$ cat src/rtl/rms_sqrt_arbiter.sv
// rms_sqrt_arbiter
//   Shares one divider->sqrt chain between CHANNELS RMS accumulators.
//   A round-robin arbiter picks one requesting channel per cycle and
//   forwards its numerator/denominator to the divider. Every issued job
//   leaves a {zero_flag, ch_id} tag in an in-order FIFO; each sqrt result
//   pops the head tag and is steered to the owning channel.
//
// Ports
//   clk, rst                 clock, asynchronous active-low reset
//   req                      per-channel level request, held until gnt
//   req_num / req_den        per-channel operands, channel i at [i*W +: W]
//   gnt                      one-cycle one-hot grant
//   div_valid/num/den        job strobe and operands to the divider
//   sqrt_valid / sqrt_root   result strobe and root from the sqrt unit
//   res_valid / res_data     one-cycle one-hot result strobe and root
//   busy                     at least one job in flight
//   err                      sticky: sqrt result arrived with no job pending
//
// Handshakes: req is a level that stays high (operands stable) until the
//   channel sees its one-cycle gnt; the requester drops it no later than
//   the cycle after. div_valid, sqrt_valid and res_valid are single-cycle
//   strobes with no back-pressure; the only flow control is the cap of
//   MAXOUT jobs in flight, enforced by withholding grants.

module rms_sqrt_arbiter #(
    parameter int CHANNELS = 4,
    parameter int NUMBITS  = 72,
    parameter int DENBITS  = 8,
    parameter int ROOTBITS = 32,
    parameter int MAXOUT   = 8
) (
    input  logic                         clk,
    input  logic                         rst,
    input  logic [CHANNELS-1:0]          req,
    input  logic [CHANNELS*NUMBITS-1:0]  req_num,
    input  logic [CHANNELS*DENBITS-1:0]  req_den,
    output logic [CHANNELS-1:0]          gnt,
    output logic                         div_valid,
    output logic [NUMBITS-1:0]           div_num,
    output logic [DENBITS-1:0]           div_den,
    input  logic                         sqrt_valid,
    input  logic [ROOTBITS-1:0]          sqrt_root,
    output logic [CHANNELS-1:0]          res_valid,
    output logic [ROOTBITS-1:0]          res_data,
    output logic                         busy,
    output logic                         err
);

    localparam int CW   = (CHANNELS > 1) ? $clog2(CHANNELS) : 1;
    localparam int AW   = (MAXOUT > 1) ? $clog2(MAXOUT) : 1;
    localparam int CNTW = $clog2(MAXOUT + 1);

    logic [CW-1:0]   rr_ptr;
    logic [CW:0]     tag_mem [MAXOUT];   // {zero_flag, ch_id}
    logic [AW-1:0]   wr_ptr;
    logic [AW-1:0]   rd_ptr;
    logic [CNTW-1:0] count;

    logic [CHANNELS-1:0] eligible;
    logic [CW-1:0]       sel;
    logic                found;
    logic                issue;
    logic                pop;
    logic                sel_zero;
    logic [CW:0]         head_tag;
    int                  idx;

    // gnt is the registered grant, so it doubles as the previous-cycle
    // grant mask: a channel that is still holding req in the cycle it is
    // being granted cannot be picked a second time.
    always_comb begin
        eligible = req & ~gnt;
        found    = 1'b0;
        sel      = '0;
        idx      = 0;
        for (int k = 0; k < CHANNELS; k++) begin
            idx = int'(rr_ptr) + k;
            if (idx >= CHANNELS) idx = idx - CHANNELS;
            if (!found && eligible[CW'(idx)]) begin
                found = 1'b1;
                sel   = CW'(idx);
            end
        end
    end

    // Gate on the pre-pop count: a slot freed this cycle is reused next cycle.
    assign issue    = found && (count < CNTW'(MAXOUT));
    assign pop      = sqrt_valid && (count != '0);
    assign sel_zero = (req_den[int'(sel)*DENBITS +: DENBITS] == '0);
    assign head_tag = tag_mem[rd_ptr];
    assign busy     = (count != '0);

    // Tag storage carries no reset; validity is tracked by count/pointers.
    always_ff @(posedge clk) begin
        if (issue) tag_mem[wr_ptr] <= {sel_zero, sel};
    end

    always_ff @(posedge clk or negedge rst) begin
        if (!rst) begin
            gnt       <= '0;
            div_valid <= 1'b0;
            div_num   <= '0;
            div_den   <= '0;
            res_valid <= '0;
            res_data  <= '0;
            err       <= 1'b0;
            rr_ptr    <= '0;
            wr_ptr    <= '0;
            rd_ptr    <= '0;
            count     <= '0;
        end else begin
            gnt       <= '0;
            div_valid <= issue;
            res_valid <= '0;

            if (issue) begin
                gnt[sel] <= 1'b1;
                div_num  <= req_num[int'(sel)*NUMBITS +: NUMBITS];
                div_den  <= req_den[int'(sel)*DENBITS +: DENBITS];
                wr_ptr   <= (wr_ptr == AW'(MAXOUT - 1)) ? '0 : wr_ptr + AW'(1);
                rr_ptr   <= (sel == CW'(CHANNELS - 1)) ? '0 : sel + CW'(1);
            end

            if (pop) begin
                res_valid[head_tag[CW-1:0]] <= 1'b1;
                // A zero sample count has no meaningful root; report 0.
                res_data <= head_tag[CW] ? '0 : sqrt_root;
                rd_ptr   <= (rd_ptr == AW'(MAXOUT - 1)) ? '0 : rd_ptr + AW'(1);
            end

            if (sqrt_valid && (count == '0)) err <= 1'b1;

            if (issue && !pop)      count <= count + CNTW'(1);
            else if (!issue && pop) count <= count - CNTW'(1);
        end
    end

endmodule

$ cat config.mk
export PLATFORM = sky130hd
export DESIGN_NAME = rms_sqrt_arbiter
export DESIGN_NICKNAME = d
export VERILOG_FILES = /design/src/rtl/rms_sqrt_arbiter.sv
export SDC_FILE = /design/constraint.sdc
export NUM_CORES = 1
export LEC_CHECK = 0
export ABC_AREA = 1
export ABC_CLOCK_PERIOD_IN_PS = 3000
export BUFFER_PORTS_ARGS = -buffer_cell sky130_fd_sc_hd__buf_2
export CORE_AREA = 2 2 185 187
export CTS_BUF_LIST = sky130_fd_sc_hd__clkbuf_4 sky130_fd_sc_hd__clkbuf_8
export CTS_CLUSTER_DIAMETER = 100
export DETAILED_ROUTE_END_ITERATION = 8
export DIE_AREA = 0 0 187 189
export REMOVE_ABC_BUFFERS = 1
export SLEW_MARGIN = 20
export SYNTH_ARGS = -nofsm -noshare
export SYNTH_HDL_FRONTEND = slang
export SYNTH_SLANG_ARGS = --single-unit
$ cat constraint.sdc
create_clock -name clk -period 3 [get_ports clk]
set_clock_uncertainty 0.2 [all_clocks]
set_input_delay 0.6 -clock clk [delete_from_list [all_inputs] [get_ports clk]]
set_output_delay 0.6 -clock clk [all_outputs]
set_load 0.1 [all_outputs]
==> results of run 1 <==
==> worst reg2reg max path: stages (launching register included) <==
cell	delay (ns)
dfrtp_2	0.48
buf_4	0.17
nand3_1	0.12
nand3_1	0.09
nand2_1	0.11
buf_4	0.14
nand3_1	0.14
nand3_4	0.16
buf_12	0.26
nor2_1	0.09
o21ai_1	0.19
nor2_1	0.09
nand2_1	0.06
nor2_1	0.04
buf_4	0.15
==> layout make-up <==
class                   count  area, sq um  area share (%)
diodes                     11         27.5           0.219
repair buffers            528         2930            23.3
multi-input cells         838         4090            32.5
clock buffers              20          269            2.14
clock inverters            12          125           0.995
flip-flops and latches    158         4080            32.4
well taps                 448          561            4.46
inverters                 128          493            3.92
==> metal layers <==
metal,GRT usage (%),vias up,wire [microns]
met5,0,-,51
met4,7.20,8,896
met2,33.2,376,17400
li1,-,4939,-
met3,6.04,52,2640
met1,22.7,4661,14100
==> synth_stat cells, drive strengths merged <==
cell type	instances	area, sq um
nor2	262	983
xnor2	2	17.5
o21ai	96	480
fa	1	20.0
o21a	1	7.51
a21oi	3	26.3
nand3	68	355
inv	128	488
buf	43	293
nand2	219	827
clkbuf	42	158
a21boi	1	7.51
nor4	1	6.26
o22ai	5	31.3
a31oi	79	494
dfrtp	134	3350
ha	11	138
edfxtp	24	721
a21o	2	15.0
o221ai	1	8.76
nand4	13	93.8
xor2	1	8.76
o211ai	72	541
==> how the worst min path moves through the flow <==
stage               startpoint                        to  slack [ns]
3_3_place_gp   err$_DFFE_PN0P_           err$_DFFE_PN0P_        0.24
3_5_place_dp   err$_DFFE_PN0P_           err$_DFFE_PN0P_        0.26
4_1_cts           sqrt_root[1]   res_data[1]$_DFFE_PN0P_        0.12
5_1_grt          sqrt_root[12]  res_data[12]$_DFFE_PN0P_        0.13
2_1_floorplan              rst      count[0]$_DFFE_PN0P_        0.10
6_report         sqrt_root[30]  res_data[30]$_DFFE_PN0P_        0.16
==> through the flow <==
| step | hold slack [ns] | util, % | instances | setup TNS [ns] |
|---|---|---|---|---|
| after floorplan | 0.104 | - | 1124 | -380.62 |
| after CTS | 0.117 | 37.6 | 2130 | 0 |
| after detailed placement | 0.256 | 36.4 | 2097 | 0 |
| after global placement | 0.241 | 36.4 | 2097 | 0 |
| after global routing | 0.126 | 37.8 | 2142 | 0 |
| final | 0.156 | 37.8 | 2143 | 0 |
==> sequential cells by signal, summed over array words and instances (netlist names) <==
name,flops
res_valid,4
gnt,4
div_valid,1
div_den,8
tag_mem,24
wr_ptr,3
div_num,72
count,4
rr_ptr,2
res_data,32
rd_ptr,3
err,1
==> cell families (layout without fill, tap and decap cells) <==
family / count (synthesis) / in the layout / synth area share (%)
AOI/OAI and AO/OA: 260 / 260 / 17.8
xor gates and xnor gates: 3 / 3 / 0.290
adders and majority gates: 12 / 12 / 1.74
buffers and inverters: 213 / 688 / 10.3
DFF: 158 / 158 / 44.9
other: 0 / 11 / 0
and+or+nand+nor: 563 / 563 / 25.0
==> repair_timing <==
| action | 4_1_cts | 5_1_grt |
|---|---|---|
| buffers inserted | 0 | 2 |
| hold buffers | 1 | 0 |
| resized for setup | 0 | 4 |
| setup endpoints to repair | 0 | 10 |
| endpoints found under the hold margin | 63 | 0 |
==> run metrics, run 1 <==
Initial Util=27.3%; Slew headroom=48.9%; status=completed; sequential area share after synthesis=between 40% and 50%; drt first pass iters=5; Period minus WS final=between 2 and 3 ns; max-cap viol count=0; global placement routability congestion=0.904; Final Cycle Share=between 90 and 100%; area of the die=approximately 35,000 sq um; CTS tree=yes; Mapped Cells=1,209; synthesis-stage register bit count=approximately 160; Area Growth Syn to Fin=38.6%; via density per instance=~4.7; pre-CTS setup slack=~0.097 ns; Top delay family on crit path=simple AND/OR/NAND/NOR gates; commonest non-fill, non-tap cell in the layout=buf_2; WS Path Type=reg2reg; first-pass GRT wire length=53.8 mm; CTS Buf Count=17; GRT Total Usage=between 10% and 20%; RSZ-0062 raised after global routing=false; largest net degree at the start of global routing=104; Hold Crit Class=in2reg; vias in the first global route=a little under 10,000; area of the mapped netlist=9070 sq um; hpwl dp=roughly 27 mm; Worst Reg-to-Reg Cells=14; global route total overflow=0; H-tree depth=4; Detailed Route Iter0 Violations=about 470; Fillers=roughly 3,500; end of the critical path=tag_mem[2][2]$_DFFE_PP_; most frequent cells in the layout=480 x buf_2, 262 x nor2_1, 216 x nand2_1, 132 x dfrtp_1, 124 x inv_1; # rows=67; Worst Hold Depth=3; clock slew at reported path FFs=~0.1 ns; achievable frequency=roughly 0.37 GHz; share of layout cells above drive strength 1=approximately a third; FF-to-FF setup slack=0.27 ns; max-slew violations=0; Worst Path Arrival=around 2.8 ns; cell area after layout=12,600 sq um; die height=189 microns; RR Endpoint=tag_mem[2][2]$_DFFE_PP_; CP Depth=14; io pins=around 480; via count=10,036; Critical Path RT=about 3.0 ns; Crit Reg-Reg Startpoint=rr_ptr[0]$_DFFE_PN0P_; placed cell areas=about 12,000 sq um; CP Capture Type=register; initial antenna violation count=16; Final Net Count=~2,000; Largest stage delay, worst path=about 0.48 ns; Slowest cell on crit path=dfrtp_2; core area=around 33,000 sq um; port buffer count=481; measured slew at the worst slew-check pin=0.763 ns; Worst Setup SP=rr_ptr[0]$_DFFE_PN0P_; clock sink total=158; drt total wl=35.1 mm; final setup violation count=0; Final ANT Viol Nets=0; Clk Latency, worst-skew pair=approximately 0.47 ns; clock buffer depth=2; Avg Cell Area, Syn=roughly 7.5 sq um; Synth warnings=0; setup slack after layout=0.269 ns; worst-path fanout max=69; DRC viols=0; Final Hold Vio Count=0; chip width=roughly 190 microns; Root Driver=clkbuf_8; Buf/Inv on CP=4; cells along the critical path=buf_4 > nand3_1 > nand3_1 > nand2_1 > buf_4 > nand3_1 > nand3_4 > buf_12 > nor2_1 > o21ai_1 > nor2_1 > nand2_1 > nor2_1 > buf_4; post-synth cell types=34; CP Launch Type=register; DR WL/cell=16.4 microns
Power of run 1 is not shown: default switching activity piles up to over one toggle a cycle in this logic, so the estimate is an artifact.
==> inputs of run 2 (changes only) <==
--- a/config.mk
+++ b/config.mk
@@ -6,13 +6,14 @@
 export NUM_CORES = 1
 export LEC_CHECK = 0
 export ABC_AREA = 1
-export ABC_CLOCK_PERIOD_IN_PS = 3000
+export ABC_CLOCK_PERIOD_IN_PS = 2500
 export BUFFER_PORTS_ARGS = -buffer_cell sky130_fd_sc_hd__buf_2
 export CORE_AREA = 2 2 185 187
 export CTS_BUF_LIST = sky130_fd_sc_hd__clkbuf_4 sky130_fd_sc_hd__clkbuf_8
 export CTS_CLUSTER_DIAMETER = 100
 export DETAILED_ROUTE_END_ITERATION = 8
 export DIE_AREA = 0 0 187 189
+export RECOVER_POWER = 100
 export REMOVE_ABC_BUFFERS = 1
 export SLEW_MARGIN = 20
 export SYNTH_ARGS = -nofsm -noshare
==> constraint.sdc (replaced) <==
create_clock -name clk -period 2.5 [get_ports clk]
set_clock_uncertainty 0.2 [all_clocks]
set_input_delay 0.5 -clock clk [delete_from_list [all_inputs] [get_ports clk]]
set_output_delay 0.5 -clock clk [all_outputs]
set_load 0.1 [all_outputs]
==> run 2 against run 1 <==
Effect of this change:
- the flow now finishes with violations (setup timing)
- maximum frequency up 1.1%
- largest cell class unchanged
- non-clock buffer count up 106
- utilization up 5.6 points
- setup slack worse by 0.47 ns
==> run metrics, run 2 (synthesized netlist as in run 1, its figures left out) <==
status=complete, but fails checks; failing checks=setup timing; Slowest cell on crit path=dfrtp_2; Slew headroom=22.5% (-26 points); Critical Path RT=2.65 ns (-0.37 ns); FF-to-FF setup slack=-0.20 ns (-0.47 ns); most frequent CP cell=nand2_2; max reg flops=72 (unchanged); setup slack after layout=-0.202 ns (-0.471 ns); cell area after layout=14,400 sq um (+15%); clock buffer depth=2 (unchanged); Final Hold Vio Count=0 (unchanged); DRC viols=0 (unchanged); Initial Util=27.3% (unchanged); RR Endpoint=div_num[2]$_DFFE_PN0P_; drt first pass iters=5 (unchanged); worst-path fanout max=8 (-88%); first-pass GRT wire length=56.6 mm (+5.1%); chip width=187 microns (unchanged); clock slew at reported path FFs=0.10 ns (about the same); H-tree depth=4 (unchanged); via density per instance=4.73 (+1.1%); hpwl dp=27.6 mm (+2.0%); Final Cycle Share=108% (+17 points); Root Driver=clkbuf_8; CP Capture Type=register; CP Launch Type=register; # rows=67 (unchanged); max-slew violations=0 (unchanged); die height=189 microns (unchanged); Final Net Count=2,148 (+5.2%); global route total overflow=0 (unchanged); GRT Total Usage=20.5% (+1.2 points); end of the critical path=div_num[2]$_DFFE_PN0P_; Worst Setup SP=rr_ptr[0]$_DFFE_PN0P_; drt total wl=39.1 mm (+11%); core area=33,300 sq um (unchanged); utilization after layout=43.4% (+5.6 points); DR WL/cell=17.4 microns (+6.1%); via count=10,647 (+6.1%); Crit Reg-Reg Startpoint=rr_ptr[0]$_DFFE_PN0P_; share of layout cells above drive strength 1=42.4% (+8.1 points); final setup violation count=87 (+87); CTS Buf Count=17 (unchanged); Worst Path Arrival=2.86 ns (+0.11 ns); RSZ-0062 raised after global routing=true; Area Growth Syn to Fin=59.1%; WS Path Type=reg2reg; achievable frequency=0.370 GHz (+1.1%); cells along the critical path=clkinv_4 > nand3_4 > nand2_2 > nand2_1 > nand2_2 > nand2_2 > nand2_2 > nand2_2 > nand3_4 > buf_12 > buf_6 > buf_16 > o211ai_1 > a31oi_1; Clk Latency, worst-skew pair=0.48 ns (about the same); measured slew at the worst slew-check pin=1.16 ns (+0.399 ns); vias in the first global route=10,243 (+4.9%); global placement routability congestion=0.911 (+0.79%); port buffer count=481 (unchanged); placed cell areas=12,600 sq um (+3.9%); most frequent cells in the layout=479 x buf_2, 230 x nor2_1, 192 x nand2_1, 132 x dfrtp_1, 123 x inv_1; largest net degree at the start of global routing=102 (-1.9%); clock sink total=158 (unchanged); commonest non-fill, non-tap cell in the layout=buf_2; Largest stage delay, worst path=0.47 ns (about the same); Worst Reg-to-Reg Cells=14 (unchanged); io pins=482 (unchanged); Biggest register=div_num; Hold Crit Class=in2reg; Final ANT Viol Nets=0 (unchanged); CTS tree=yes; hold_ws=0.0538 ns (-0.102 ns); Largest regs=div_num: 72 flops, res_data: 32 flops, tag_mem: 24 flops; max-cap viol count=0 (unchanged); area of the die=35,300 sq um (unchanged); initial antenna violation count=14 (-2); Period minus WS final=2.70 ns (-0.0290 ns); Detailed Route Iter0 Violations=449 (-4.9%)
run 2: cell count changes in the layout (fill, tap and decap cells not counted), sizes merged:
cell	previous run	this run
bufinv	1	0
bufbuf	0	1
dlygate4sd3	1	14
inv	134	136
clkbuf	20	33
clkinv	3	6
buf	527	603
clkinvlp	2	1
run 2: worst min path at each step:
stage	cells after the start	startpoint	slack (ns)	to
after global placement	1	err$_DFFE_PN0P_	0.24	err$_DFFE_PN0P_
after CTS	3	sqrt_root[21]	0.004	res_data[21]$_DFFE_PN0P_
after floorplan	0	rst	0.004	count[0]$_DFFE_PN0P_
after global routing	3	sqrt_root[4]	0.01	res_data[4]$_DFFE_PN0P_
final	3	sqrt_root[21]	0.05	res_data[21]$_DFFE_PN0P_
after detailed placement	1	err$_DFFE_PN0P_	0.25	err$_DFFE_PN0P_
run 2: worst max-delay path, delay by kind of cell (launching register included):
family | cells | cell delay (ns)
simple gates | 8 | 0.84
buf+inv | 4 | 0.62
flops | 1 | 0.47
compound gates | 2 | 0.42
run 2: metrics by stage:
step | instances | setup WS, ns | TNS [ns]
final | 2249 | -0.202 | -8.79
after global routing | 2245 | -0.330 | -23.07
after CTS | 2210 | -0.0347 | -0.300
after detailed placement | 2153 | -0.256 | -6.43
after global placement | 2153 | -0.230 | -4.34
after floorplan | 1124 | -4.34 | -468.28
run 2: what timing repair did:
action                                 CTS  global route
resized for setup                       59           154
endpoints found under the hold margin   53             0
setup endpoints to repair               74            90
pin swaps                               25            58
setup buffers                            6            13
hold buffers                            14             0
cloned                                   6            15
run 2: layout make-up:
cell class | instances | area, sq um
multi-input cells | 838 | 4550
clock inverters | 15 | 150
repair buffers | 634 | 4340
diodes | 11 | 27.5
clock buffers | 17 | 234
fillers | 3355 | 18800
flip-flops and latches | 158 | 4080
inverters | 128 | 503
well taps | 448 | 561
run 2: layer usage:
| layer | vias up | track usage (%) | part of all wire [%] |
|---|---|---|---|
| met1 | 4986 | 23.9 | 40 |
| met5 | - | 0 | 0.19 |
| met3 | 53 | 6.15 | 7.7 |
| li1 | 5161 | - | - |
| met2 | 437 | 36.2 | 50 |
| met4 | 10 | 6.20 | 2.2 |
Power of run 2 is left out for the same reason.
==> inputs of run 3 (changes only) <==
--- a/config.mk
+++ b/config.mk
@@ -6,7 +6,7 @@
 export NUM_CORES = 1
 export LEC_CHECK = 0
 export ABC_AREA = 1
-export ABC_CLOCK_PERIOD_IN_PS = 2500
+export ABC_CLOCK_PERIOD_IN_PS = 3200
 export BUFFER_PORTS_ARGS = -buffer_cell sky130_fd_sc_hd__buf_2
 export CORE_AREA = 2 2 185 187
 export CTS_BUF_LIST = sky130_fd_sc_hd__clkbuf_4 sky130_fd_sc_hd__clkbuf_8
==> constraint.sdc (replaced) <==
create_clock -name clk -period 3.2 [get_ports clk]
set_clock_uncertainty 0.2 [all_clocks]
set_input_delay 0.64 -clock clk [delete_from_list [all_inputs] [get_ports clk]]
set_output_delay 0.64 -clock clk [all_outputs]
set_load 0.1 [all_outputs]
==> run 3 against run 2 <==
Effect of this change:
- the run now ends clean
- routed wire length down 10%
- die area unchanged
- maximum frequency down 8.0%
- flip-flop and latch count unchanged
- highest routed layer unchanged
==> run metrics, run 3 (synthesized netlist as in run 1, its figures left out) <==
achievable frequency=0.341 GHz (-8.0%); worst-path fanout max=164 (+156); cell area after layout=12,200 sq um (-15%); CP Capture Type=register; share of layout cells above drive strength 1=26.0% (-16 points); Final Hold Vio Count=0 (unchanged); clock slew at reported path FFs=0.10 ns (about the same); RSZ-0062 raised after global routing=false; Largest regs=div_num: 72 flops, res_data: 32 flops, tag_mem: 24 flops; Area Growth Syn to Fin=34.8%; io pins=482 (unchanged); Top delay family on crit path=buffers and inverters; first-pass GRT wire length=53.6 mm (-5.3%); Buf/Inv on CP=3 (-1); measured slew at the worst slew-check pin=1.34 ns (+0.178 ns); CTS tree=yes; global route total overflow=0 (unchanged); Final ANT Viol Nets=0 (unchanged); utilization after layout=36.7% (-6.6 points); via density per instance=4.73 (about the same); met1 wire length=14.4 mm (-7.2%); Period minus WS final=2.94 ns (+0.234 ns); commonest non-fill, non-tap cell in the layout=buf_2; routed wl met2=17.3 mm (-12%); CP Launch Type=register; CTS Buf Count=17 (unchanged); Critical Path RT=3.29 ns (+0.64 ns); drt total wl=35.0 mm (-10%); Slowest cell on crit path=buf_6; Worst Path Arrival=3.02 ns (+0.16 ns); H-tree depth=4 (unchanged); DRC viols=0 (unchanged); max-slew violations=0 (unchanged); GRT Total Usage=19.3% (-1.2 points); Initial Util=27.3% (unchanged); Register Area=4080 sq um (unchanged); global placement routability congestion=0.895 (-1.8%); Final Cycle Share=91.8% (-16 points); Hold Crit Class=in2reg; port buffer count=481 (unchanged); Biggest register=div_num; clock buffer depth=2 (unchanged); hpwl dp=26.7 mm (-3.2%); post-CTS setup buffers=0 (-6); WS Path Type=reg2reg; vias in the first global route=9,710 (-5.2%); die height=189 microns (unchanged); core area=33,300 sq um (unchanged); Slew headroom=10.6% (-12 points); Fillers=3,656 (+9.0%); largest net degree at the start of global routing=165 (+62%); status=completed; drt first pass iters=7 (+2); wire length on met3=2.50 mm (-17%); multi-input logic area=4090 sq um (-10%); chip width=187 microns (unchanged); clock sink total=158 (unchanged); placed cell areas=11,900 sq um (-5.2%); most frequent cells in the layout=358 x buf_2, 262 x nor2_1, 216 x nand2_1, 132 x dfrtp_1, 125 x inv_1; DR WL/cell=16.5 microns (-4.9%); initial antenna violation count=11 (-3); # rows=67 (unchanged); final setup violation count=0 (-100%); Largest stage delay, worst path=0.78 ns (+0.31 ns); uppermost layer routed=met5; Final Net Count=2,022 (-5.9%); area of the die=35,300 sq um (unchanged); max reg flops=72 (unchanged); Detailed Route Iter0 Violations=450 (+0.22%); Root Driver=clkbuf_8; via count=10,027 (-5.8%); final setup TNS=0 ns (+8.79 ns); cells along the critical path=inv_6 > nand3_1 > nand3_1 > nand2_1 > nand4_2 > nand2_2 > inv_6 > buf_6 > a31oi_1; Clk Latency, worst-skew pair=0.46 ns (-0.02 ns); max-cap viol count=0 (unchanged)
## run 3: worst register-to-register path, stage by stage (launching register included)
cell     delay (ns)
dfrtp_2        0.50
inv_6          0.11
nand3_1        0.12
nand3_1        0.10
nand2_1        0.13
nand4_2        0.19
nand2_2        0.11
inv_6          0.09
buf_6          0.78
a31oi_1        0.44
## run 3: final timing paths
check                           slack, ns  cells past startpoint             startpoint                  endpoint
min in group asynchronous            0.82                      2                    rst   div_num[18]$_DFFE_PN0P_
worst min register to register       0.27                      1        err$_DFFE_PN0P_           err$_DFFE_PN0P_
max in group asynchronous            0.56                      3                    rst  res_data[11]$_DFFE_PN0P_
worst max-delay path                 0.26                      9  rr_ptr[0]$_DFFE_PN0P_   div_num[27]$_DFFE_PN0P_
worst max register to register       0.26                      9  rr_ptr[0]$_DFFE_PN0P_   div_num[27]$_DFFE_PN0P_
worst min-delay path                 0.21                      2             sqrt_valid           err$_DFFE_PN0P_
## run 3: metal layers
metal / up-vias / track usage [%]
met5: - / 0
met4: 6 / 6.32
met3: 44 / 5.47
met2: 414 / 33.6
met1: 4671 / 22.9
li1: 4892 / -
## run 3: through the flow
stage	hold WS, ns	setup slack, ns	instances
finish	0.206	0.264	2120
global route	0.173	0.0415	2118
CTS	0.158	0.199	2112
detailed placement	0.252	0.0768	2079
global placement	0.236	0.118	2079
floorplan	0.144	-3.64	1124
## run 3: area by class of cell
type | count | share of cell area (%)
inverter | 128 | 4.03
tap | 448 | 4.58
timing repair buffer | 508 | 20.9
clock inverter | 12 | 1.51
multi-input combinational | 838 | 33.4
clock buffer | 20 | 2.10
antenna | 8 | 0.164
sequential | 158 | 33.3
## run 3: repair_timing
| item | 4_1_cts | 5_1_grt |
|---|---|---|
| hold buffers | 1 | 0 |
| endpoints found under the hold margin | 44 | 0 |
| resized for setup | 0 | 3 |
| setup endpoints to repair | 0 | 1 |
Power of run 3 is left out for the same reason.
